===== src/rtl/ex_iter_pkg.sv =====
// Shared opcode, state and type definitions for the ex_iter execute stage.
// The DIV opcode only executes when EX_DIV_EN is defined.
package ex_iter_pkg;

  typedef logic [3:0] alu_op_t;

  localparam alu_op_t ALU_NOP = 4'd0;
  localparam alu_op_t ALU_ADD = 4'd1;
  localparam alu_op_t ALU_SUB = 4'd2;
  localparam alu_op_t ALU_AND = 4'd3;
  localparam alu_op_t ALU_OR  = 4'd4;
  localparam alu_op_t ALU_NOT = 4'd5;
  localparam alu_op_t ALU_SLL = 4'd6;
  localparam alu_op_t ALU_SRA = 4'd7;
  localparam alu_op_t ALU_CMP = 4'd8;
  localparam alu_op_t ALU_SLT = 4'd9;
  localparam alu_op_t ALU_SW  = 4'd10;
  localparam alu_op_t ALU_LW  = 4'd11;
  localparam alu_op_t ALU_MUL = 4'd12;
  localparam alu_op_t ALU_DIV = 4'd13;

  typedef enum logic [1:0] {
    IDLE = 2'd0,
    ITER = 2'd1,
    HOLD = 2'd2
  } ex_state_e;

endpackage


===== src/rtl/ex_iter_md.sv =====
// Iterative one-bit-per-cycle shift-add multiplier and restoring divider.
// The divider is built only when EX_DIV_EN is defined.
module ex_iter_md
  import ex_iter_pkg::*;
#(
  parameter int WIDTH = 16
) (
  input  logic             clk,
  input  logic             rst,
  input  logic             start,
  input  logic             en,
`ifdef EX_DIV_EN
  input  logic             is_div,
`endif
  input  logic [WIDTH-1:0] op_a,
  input  logic [WIDTH-1:0] op_b,
  output logic             done,
  output logic [WIDTH-1:0] result
);

  localparam int CW = $clog2(WIDTH);

  logic [CW-1:0]    cnt_q;
  logic [WIDTH-1:0] a_q, b_q, acc_q;
  logic [WIDTH-1:0] a_n, b_n, acc_n;
`ifdef EX_DIV_EN
  logic             div_q;
  logic [WIDTH:0]   shifted;
`endif

  // Mul: a = shifted multiplicand, b = multiplier, acc = partial product.
  // Div: a = dividend shifting into quotient, b = divisor, acc = remainder.
  always_comb begin
    a_n   = {a_q[WIDTH-2:0], 1'b0};
    b_n   = b_q >> 1;
    acc_n = b_q[0] ? acc_q + a_q : acc_q;
`ifdef EX_DIV_EN
    shifted = {acc_q, a_q[WIDTH-1]};
    if (div_q) begin
      b_n = b_q;
      if (shifted >= {1'b0, b_q}) begin
        acc_n = shifted[WIDTH-1:0] - b_q;
        a_n   = {a_q[WIDTH-2:0], 1'b1};
      end else begin
        acc_n = shifted[WIDTH-1:0];
        a_n   = {a_q[WIDTH-2:0], 1'b0};
      end
    end
`endif
  end

  assign done = en && (cnt_q == CW'(WIDTH - 1));

`ifdef EX_DIV_EN
  assign result = done ? (div_q ? a_n : acc_n) : (div_q ? a_q : acc_q);
`else
  assign result = done ? acc_n : acc_q;
`endif

  always_ff @(posedge clk) begin
    if (rst) begin
      cnt_q <= '0;
    end else if (start) begin
      cnt_q <= '0;
    end else if (en) begin
      cnt_q <= cnt_q + CW'(1);
    end
  end

  always_ff @(posedge clk) begin
    if (start) begin
      a_q   <= op_a;
      b_q   <= op_b;
      acc_q <= '0;
`ifdef EX_DIV_EN
      div_q <= is_div;
`endif
    end else if (en) begin
      a_q   <= a_n;
      b_q   <= b_n;
      acc_q <= acc_n;
    end
  end

endmodule


===== src/rtl/ex_iter.sv =====
// Registered THCO-MIPS execute stage with handshakes, iterative MUL/DIV and flush.
// Define EX_DIV_EN to build the DIV opcode; otherwise DIV behaves as undefined.
module ex_iter
  import ex_iter_pkg::*;
#(
  parameter int WIDTH     = 16,
  parameter int REGADDR_W = 3,
  parameter int ALUOP_W   = 4
) (
  input  logic                 clk,
  input  logic                 rst,
  input  logic                 flush_i,
  input  logic                 valid_i,
  output logic                 ready_o,
  input  logic [ALUOP_W-1:0]   aluOp_i,
  input  logic [WIDTH-1:0]     operand1_i,
  input  logic [WIDTH-1:0]     operand2_i,
  input  logic                 wReg_i,
  input  logic [REGADDR_W-1:0] wRegAddr_i,
  output logic                 valid_o,
  input  logic                 ready_i,
  output logic [ALUOP_W-1:0]   aluOp_o,
  output logic [WIDTH-1:0]     memAddr_o,
  output logic                 rMem_o,
  output logic                 wMem_o,
  output logic [WIDTH-1:0]     wData_o,
  output logic                 wReg_o,
  output logic [REGADDR_W-1:0] wRegAddr_o,
  output logic                 busy_o
);

  localparam int CW  = $clog2(WIDTH);
  localparam int SHW = CW - 1;

  // A zero shift field selects a half-width shift.
  function automatic logic [CW-1:0] shift_amt(input logic [SHW-1:0] field);
    return (field == '0) ? CW'(WIDTH / 2) : CW'(field);
  endfunction

  ex_state_e state_q, state_n;

  logic                 can_load, accept, is_iter_op, md_start, md_en, md_done;
  logic                 load_single, load_iter;
  logic [WIDTH-1:0]     md_result;
  logic signed [WIDTH-1:0] op1_s, op2_s;
  logic [CW-1:0]        shamt;
  logic [WIDTH-1:0]     alu_data, alu_addr;
  logic                 alu_rmem, alu_wmem;
  logic [ALUOP_W-1:0]   op_p0;
  logic                 wreg_p0;
  logic [REGADDR_W-1:0] waddr_p0;

  assign op1_s = operand1_i;
  assign op2_s = operand2_i;
  assign shamt = shift_amt(operand2_i[SHW-1:0]);

  assign can_load = !valid_o || ready_i;
  assign ready_o  = !rst && (state_q == IDLE) && can_load && !flush_i;
  assign accept   = valid_i && ready_o;
  assign busy_o   = (state_q != IDLE);

`ifdef EX_DIV_EN
  assign is_iter_op = (aluOp_i == ALUOP_W'(ALU_MUL)) || (aluOp_i == ALUOP_W'(ALU_DIV));
`else
  assign is_iter_op = (aluOp_i == ALUOP_W'(ALU_MUL));
`endif

  assign md_start    = accept && is_iter_op;
  assign load_single = accept && !is_iter_op;
  assign md_en       = (state_q == ITER) && !flush_i;

  always_comb begin
    alu_data = '0;
    alu_addr = '0;
    alu_rmem = 1'b0;
    alu_wmem = 1'b0;
    case (aluOp_i)
      ALUOP_W'(ALU_ADD): alu_data = operand1_i + operand2_i;
      ALUOP_W'(ALU_SUB): alu_data = operand1_i - operand2_i;
      ALUOP_W'(ALU_AND): alu_data = operand1_i & operand2_i;
      ALUOP_W'(ALU_OR):  alu_data = operand1_i | operand2_i;
      ALUOP_W'(ALU_NOT): alu_data = ~operand1_i;
      ALUOP_W'(ALU_SLL): alu_data = operand1_i << shamt;
      ALUOP_W'(ALU_SRA): alu_data = op1_s >>> shamt;
      ALUOP_W'(ALU_CMP): alu_data = (operand1_i == operand2_i) ? '0 : WIDTH'(1);
      ALUOP_W'(ALU_SLT): alu_data = {{(WIDTH-1){1'b0}}, (op1_s < op2_s)};
      ALUOP_W'(ALU_LW): begin
        alu_addr = operand1_i + operand2_i;
        alu_rmem = 1'b1;
      end
      ALUOP_W'(ALU_SW): begin
        alu_addr = operand1_i;
        alu_data = operand2_i;
        alu_wmem = 1'b1;
      end
      default: ;
    endcase
  end

  always_comb begin
    state_n   = state_q;
    load_iter = 1'b0;
    if (flush_i) begin
      state_n = IDLE;
    end else begin
      case (state_q)
        IDLE: if (md_start) state_n = ITER;
        ITER: begin
          if (md_done) begin
            if (can_load) begin
              load_iter = 1'b1;
              state_n   = IDLE;
            end else begin
              state_n = HOLD;
            end
          end
        end
        HOLD: begin
          if (can_load) begin
            load_iter = 1'b1;
            state_n   = IDLE;
          end
        end
        default: state_n = IDLE;
      endcase
    end
  end

  ex_iter_md #(.WIDTH(WIDTH)) u_md (
    .clk    (clk),
    .rst    (rst),
    .start  (md_start),
    .en     (md_en),
`ifdef EX_DIV_EN
    .is_div (aluOp_i == ALUOP_W'(ALU_DIV)),
`endif
    .op_a   (operand1_i),
    .op_b   (operand2_i),
    .done   (md_done),
    .result (md_result)
  );

  always_ff @(posedge clk) begin
    if (rst) begin
      state_q <= IDLE;
      valid_o <= 1'b0;
    end else begin
      state_q <= state_n;
      if (flush_i)                       valid_o <= 1'b0;
      else if (load_single || load_iter) valid_o <= 1'b1;
      else if (ready_i)                  valid_o <= 1'b0;
    end
  end

  // Stage p0: metadata of an in-flight iterative op, parked until its result loads
  always_ff @(posedge clk) begin
    if (md_start) begin
      op_p0    <= aluOp_i;
      wreg_p0  <= wReg_i;
      waddr_p0 <= wRegAddr_i;
    end
  end

  // Stage p1: output register seen by EX/MEM
  always_ff @(posedge clk) begin
    if (rst) begin
      aluOp_o    <= ALUOP_W'(ALU_NOP);
      wReg_o     <= 1'b0;
      wRegAddr_o <= '0;
      wData_o    <= '0;
      memAddr_o  <= '0;
      rMem_o     <= 1'b0;
      wMem_o     <= 1'b0;
    end else if (load_single) begin
      aluOp_o    <= aluOp_i;
      wReg_o     <= wReg_i;
      wRegAddr_o <= wRegAddr_i;
      wData_o    <= alu_data;
      memAddr_o  <= alu_addr;
      rMem_o     <= alu_rmem;
      wMem_o     <= alu_wmem;
    end else if (load_iter) begin
      aluOp_o    <= op_p0;
      wReg_o     <= wreg_p0;
      wRegAddr_o <= waddr_p0;
      wData_o    <= md_result;
      memAddr_o  <= '0;
      rMem_o     <= 1'b0;
      wMem_o     <= 1'b0;
    end
  end

endmodule


===== config.mk =====
export PLATFORM = sky130hd
export DESIGN_NAME = ex_iter
export DESIGN_NICKNAME = d
export VERILOG_FILES = /design/src/rtl/ex_iter_pkg.sv /design/src/rtl/ex_iter_md.sv /design/src/rtl/ex_iter.sv
export SDC_FILE = /design/constraint.sdc
export NUM_CORES = 1
export LEC_CHECK = 0
export ABC_AREA = 1
export CAP_MARGIN = 10
export CORE_MARGIN = 4
export CORE_UTILIZATION = 35
export CTS_CLUSTER_SIZE = 12
export DETAILED_ROUTE_END_ITERATION = 8
export DONT_BUFFER_PORTS = 1
export PLACE_DENSITY = 0.59
export SYNTH_ARGS = -nofsm -noshare
export SYNTH_HDL_FRONTEND = slang
export SYNTH_SLANG_ARGS = --single-unit

===== constraint.sdc =====
create_clock -name clk -period 3.1 [get_ports clk]
set_clock_uncertainty 0.05 [all_clocks]
set_input_delay 0.465 -clock clk [delete_from_list [all_inputs] [get_ports clk]]
set_output_delay 0.465 -clock clk [all_outputs]
set_load 0.01 [all_outputs]

* After elaboration in Yosys (flattened, before gate mapping) *
Cells that the tools add are included.

operators by class
  shift operators = 2
  equality and inequality tests = 19
  reduce and logical (&&, ||, !) cells = 23
  add/subtract/negate cells = 4
  multiplexer cells = 36
  bitwise operators = 3
  magnitude comparators = 1

operators by type and width
  operator                                              count
  two-way mux 16 bit                                    10
  case mux 16 bit (10 select lines)                     1
  adder 16 bit                                          2
  case mux 16 bit (2 select lines)                      1
  equality test 4 bit (second input constant)           6
  bitwise AND 16 bit                                    1
  equality test 16 bit                                  1
  equality test 4 x 3 -> 1 bit (second input constant)  4
  less-than comparator 16 bit                           1
  inverter 16 bit                                       1
  OR 16 bit                                             1
  << shifter 16 x 4 -> 16 bit                           1
  >>> shifter 16 x 4 -> 16 bit                          1
  subtractor 16 bit                                     1
  two-way mux 1 bit                                     13
  two-way mux 4 bit                                     3
  equality test 4 x 2 -> 1 bit (second input constant)  2
  logical AND 1 bit                                     8
  two-way mux 2 bit                                     4
  nonzero test 2 bit                                    4
  two-way mux 3 bit                                     2
  case mux 2 bit (3 select lines)                       1
  adder 4 x 1 -> 4 bit (second input constant)          1
  equality test 4 x 1 -> 1 bit (second input constant)  1
  other kinds (11)                                      17

storage, ports and cells
  input port bits = 45
  flip-flop bits (word level) = 105
  word-level logic and storage cells = 104
  output and inout port bits = 45

* Logic depth before layout (Yosys ltp) *
Gate-level depths: netlist of the first run.

  depth in word-level cells = 8
  depth in mapped cells = 17
  depth with buffers taken out = 16

* Hierarchy *
From an unflattened synthesis of the first run, not the netlist that was laid out.

unflattened totals
  cell total of the unflattened synthesis = 1630
  area total of the unflattened synthesis = 9791.9 sq um

modules (own cells, without submodules)
  module      sequential area each (sq um)  cells each  area an instance (sq um)  times used
  ex_iter     1141.1                        1151        6451.2                    1
  ex_iter_md  1361.3                        479         3340.7                    1

* Least setup slack after synthesis of the first run *
Ideal clock, no wire load.

  kind = input-to-reg
  start = input rst
  end = register u_md.a_q[0] (enable)
  arrival = 2.156 ns
  buffers on the path = 1
  required time = 2.659 ns
  setup slack = 0.504 ns
  setup time = 0.391 ns
  stages = 8
  cell sequence = buf_6 -> clkinv_4 -> nand2_4 -> nor3_4 -> nand2_2 -> nor2_4 -> nor2_1 -> inv_1

on the way
  word-level cells in the longest chain between the ends = 7

RTL lines
  item                            RTL line          RTL
  start, declared                 ex_iter.sv:11     input logic rst,
  zero test 1 bit                 ex_iter.sv:58     assign ready_o = !rst && (state_q == IDLE) && can_load && !flush_i;
  logical AND 1 bit (3 in a row)  ex_iter.sv:58
  named net ready_o               ex_iter.sv:14     output logic ready_o,
  logical AND 1 bit               ex_iter.sv:59     assign accept = valid_i && ready_o;
  logical AND 1 bit               ex_iter.sv:68     assign md_start = accept && is_iter_op;
  named net md_start              ex_iter.sv:42     logic can_load, accept, is_iter_op, md_start, md_en, md_done;
  nonzero test 2 bit (no line)    --
  end signal, assigned            ex_iter_md.sv:72  a_q <= op_a;
  end signal, assigned            ex_iter_md.sv:79  a_q <= a_n;
  end, declared                   ex_iter_md.sv:24  logic [WIDTH-1:0] a_q, b_q, acc_q;

The timed path passes the listed nets, and every way through them passes these cells.
A chain may end at the register's enable or synchronous reset.

* Final worst setup path of the first run *
  start = register state_q[0]
  end = register wData_o[8]

on the way
  word-level cells in the longest chain between the ends = 7
  elaborated cells between the ends (all ways) = 17
  classes of those cells = eq/ne (2); mux (6); reduce/logical (9)

RTL lines
  item                                                      RTL line        RTL
  start, declared                                           ex_iter.sv:40   ex_state_e state_q, state_n;
  start signal, assigned                                    ex_iter.sv:148  state_q <= state_n;
  zero test 2 bit *                                         ex_iter.sv:58
  logical AND 1 bit * (3 in a row)                          ex_iter.sv:58
  named net ready_o                                         ex_iter.sv:14
  logical AND 1 bit *                                       ex_iter.sv:59
  logical AND 1 bit *                                       ex_iter.sv:69   assign load_single = accept && !is_iter_op;
  two-way mux 16 bit or nonzero test 2 bit (tied branches)  --
  end signal, assigned                                      ex_iter.sv:178  wData_o <= alu_data;
  end signal, assigned                                      ex_iter.sv:186  wData_o <= md_result;
  end, declared                                             ex_iter.sv:26   output logic [WIDTH-1:0] wData_o,

Mark *: on every way through the listed nets, which the timed path passes. The rest lies on a longest branch. The select of a mux whose other input is x is not followed.

==> results of run 1 <==
[final cells by class]
| class | instances | area (um2) |
|---|---|---|
| fill | 3041 | 16700 |
| multi-input combinational | 1214 | 6190 |
| sequential | 105 | 2500 |
| inverter | 198 | 751 |
| tap | 372 | 465 |
| clock buffer | 12 | 256 |
| timing repair buffer | 29 | 243 |
| clock inverter | 4 | 33.8 |
[cells in the final DEF, fill, tap and decap left out, types with 5 or more instances in the layout]
master	n
a21oi_1	69
o21ai_1	14
edfxtp_1	40
xor2_1	7
nand3b_1	5
buf_4	27
dfxtp_1	65
ha_1	67
or2_2	6
nand4_1	22
nor3_1	6
a31oi_1	30
inv_1	186
inv_2	10
nand2_1	491
o21ai_0	109
nand3_1	171
o211ai_1	13
o21bai_1	6
nor2_1	127
clkbuf_16	9
and2_1	10
o22ai_1	20
[critical path: cells and delay by family, from the launching register on]
kind / cells / cell delay, ns
AOI/OAI and AO/OA: 3 / 1.16
adders and majority gates: 1 / 0.18
buffers and inverters: 3 / 0.37
DFF: 1 / 0.32
and+or+nand+nor: 3 / 0.65
[sequential cells by signal (all words and copies together), names as in the netlist]
signal / flops
wData_o: 16
valid_o: 1
waddr_p0: 3
wRegAddr_o: 3
wMem_o: 1
u_md.acc_q: 16
u_md.cnt_q: 4
rMem_o: 1
aluOp_o: 4
u_md.a_q: 16
state_q: 2
wreg_p0: 1
op_p0: 4
wReg_o: 1
u_md.b_q: 16
memAddr_o: 16
[kinds of logic (layout without fill, tap and decap cells)]
logic type,Yosys count,after routing,share of synthesized area (%)
fa+ha+maj,70,70,9.21
xor+xnor,9,9,0.808
flops,105,105,25.6
buf+inv,259,243,10.9
simple gates,855,855,37.2
compound gates,279,279,16.1
mux,1,1,0.103
[Yosys cell counts (4+ instances only)]
library cell  instances
a21oi_1              69
a31oi_1              30
and2_1               10
buf_1                 6
buf_2                17
buf_4                 9
buf_6                 4
clkbuf_1             24
dfxtp_1              65
edfxtp_1             40
ha_1                 67
inv_1               186
inv_2                10
nand2_1             491
nand2_2               4
nand3_1             171
nand3b_1              5
nand4_1              22
nor2_1              127
nor3_1                6
o211ai_1             13
o21a_1                4
o21ai_0             109
o21ai_1              14
o21bai_1              6
o22ai_1              20
or2_2                 6
xor2_1                7
[through the flow]
step / worst slack, ns / utilization (%) / instance area [um2] / hold slack (ns)
final: 0.289 / 38.4 / 10400 / 0.0974
after global routing: 0.145 / 38.4 / 10400 / 0.0866
after CTS: 0.334 / 38.4 / 10400 / 0.0858
after detailed placement: 0.180 / 37.4 / 10200 / 0.434
after global placement: 0.107 / 37.4 / 10200 / 0.424
after floorplan: 0.504 / - / 9760 / 0.406
[metal layers]
layer | vias up | wire length, um | share of wire [%]
met5 | - | 0 | 0
met1 | 4948 | 18400 | 45
li1 | 5139 | - | -
met2 | 521 | 17600 | 43
met4 | 0 | 1170 | 2.9
met3 | 75 | 3850 | 9.4
[how the worst max path moves through the flow]
stage / to / slack [ns] / depth (start not counted)
2_1_floorplan: u_md.a_q[0] / 0.50 / 8
3_3_place_gp: wData_o[8] / 0.11 / 12
3_5_place_dp: wData_o[8] / 0.18 / 12
4_1_cts: wData_o[8] / 0.33 / 10
5_1_grt: wData_o[8] / 0.14 / 10
6_report: wData_o[8] / 0.29 / 10
[where the power goes]
group | switching, mW | total [mW] | internal [mW]
combinational | 0.996 | 1.47 | 0.477
clock | 0.609 | 1.21 | 0.601
sequential | 0.0950 | 1.61 | 1.51
total | 1.70 | 4.29 | 2.59
==> reports/summary.md, run 1 <==
• completed — run status
• 0 — endpoints failing hold
• 3.07 ns — WP data arrival
• 0 — max-cap check violation count
• 60 — Core Rows
• 0.53 ns — delay contributed by the slowest stage of the critical path
• 1672 — Final nets
• 5.52 — Via density
• 1090 — 1st-iter DRT viols
• rMem_o — destination of the worst hold path
• 0 — synth warn
• 1.08 — final weighted congestion of routability-driven global placement
• 9760 um2 — post-synthesis cell area
• 105 — # clock sinks
• state_q[0] — beginning of the worst register-to-register path
• 3 — # H-tree levels
• 10 — cell count of the worst reg-to-reg path
• 9 — cts bufs inserted
• wData_o[8] — Reg-to-Reg End
• 0 — Post-CTS Hold Buffers
• register — crit path launch type
• 0.08 ns — clock-pin slew on the worst setup and hold paths
• 35.9% — initial core utilization
• 3.36 ns — required time at the endpoint of the critical path
• 90.7% — final period utilization
• 10700 — DR vias
• 175 um — Die X-Extent
• clkbuf_16 — root buffer selected by CTS
• 0 — Max Transition Viols Final
• 0 — total congestion overflow after global routing
• 10100 — number of global-route vias before repair
• 44.9% — tightest slew margin relative to the limit
• 6.64% — met3 demand-to-capacity share in global routing
• 6.18 um2 — Post-Syn Area per Cell
• rst — beginning of the worst hold path
• 30600 um2 — Die Outline Area
• 0.37 ns — clock insertion delay at the later pin of the skew report
• 0 — number of gates given a new drive strength after cts
• 264 uV — peak supply drop
• 26.4% — GRT Resource Usage Total
• 62.3 mm — global-route wire length before repair
• 90 — ports placed on the boundary
• 0 — number of antenna violations at the first check in global routing
• 27200 um2 — core area
• 0% — Async SR Flop Fraction
• 0 — DRC viols
• 50 — number of library cell types mapped by synthesis
• 40 — number of enable-type register cells in the synthesized netlist
• inv_1 — Crit path top cell by count
• 4.29 mW — Power Total
• dfxtp_1 — main flop type after synthesis
• 0 — Buffers on Ports
• 40 — largest net degree at the start of global routing
• 18.9% — Synth top area share
• 0.824 ns — transition time of the tightest slew-check pin
• 2 — clock tree buffer depth
• 33.0 mm — final HPWL from detailed placement
• 0 ns — Total Negative Setup Slacks
• 1578 — Mapped Cells
• 1693 — Post-Syn Nets
• 18 — worst-path fanout max
• state_q[0] — start point of the critical path
• nand2_1, dfxtp_1, edfxtp_1 — dominant cells by area after synthesis
• 1 — Hold Crit Depth
• yes — CTS tree
• 1918 — total instance count after detailed placement
• 21.2 um — mean routed wirelength per cell
• 4.94 nW — leakage component of the power
• register to register — type of the worst setup path
• 0 — remaining number of nets flagged by the antenna check after routing
• 5.06% — fraction of final layout cells sized beyond drive strength 1
• nand2_1 — leading area contributor after synthesis
• met2 — grt peak-use layer
• 0.29 ns — register-to-register setup slack
• 37.1% — GRT met1 Usage
• 7.00% — area overhead of the layout relative to synthesis
• no — RSZ-0062 raised after global routing
• register — Worst setup EP type
• 0.356 GHz — Max Fclk
• 0 — count of inserted antenna diode cells
• 105 — register bit count reported by yosys
• inv_1 -> ha_1 -> inv_1 -> nor3_4 -> nand2_2 -> nor2_4 -> inv_4 -> a211oi_2 -> o21ai_0 -> a21oi_1 — cell-by-cell trace of the critical path
• 0 — # Post-CTS Setup Buffers
• 6 — Initial DRT Pass Iterations
• 411 nW/um2 — power density normalized to cell area
• 25.6% — fraction of the yosys area taken by sequential cells
• 41.0 mm — Total Routed Length
• 175 um — die height
• 40.2% — GR Layer Usage met2
• 2.81 ns — post-route minimum period
• a211oi_2 — standard cell with the maximum stage delay on the critical path
• input port to register — Hold/Removal Path Class
• 0 — Final setup violation count
• 1934 — non-filler instance count after layout
Note: power is estimated with default switching activity, not from simulation.
==> inputs of run 2 (changes only) <==
- SLEW_MARGIN: not set -> 0
==> results of run 2 <==
Final layout, timing and power as in run 1 (identical DEF).
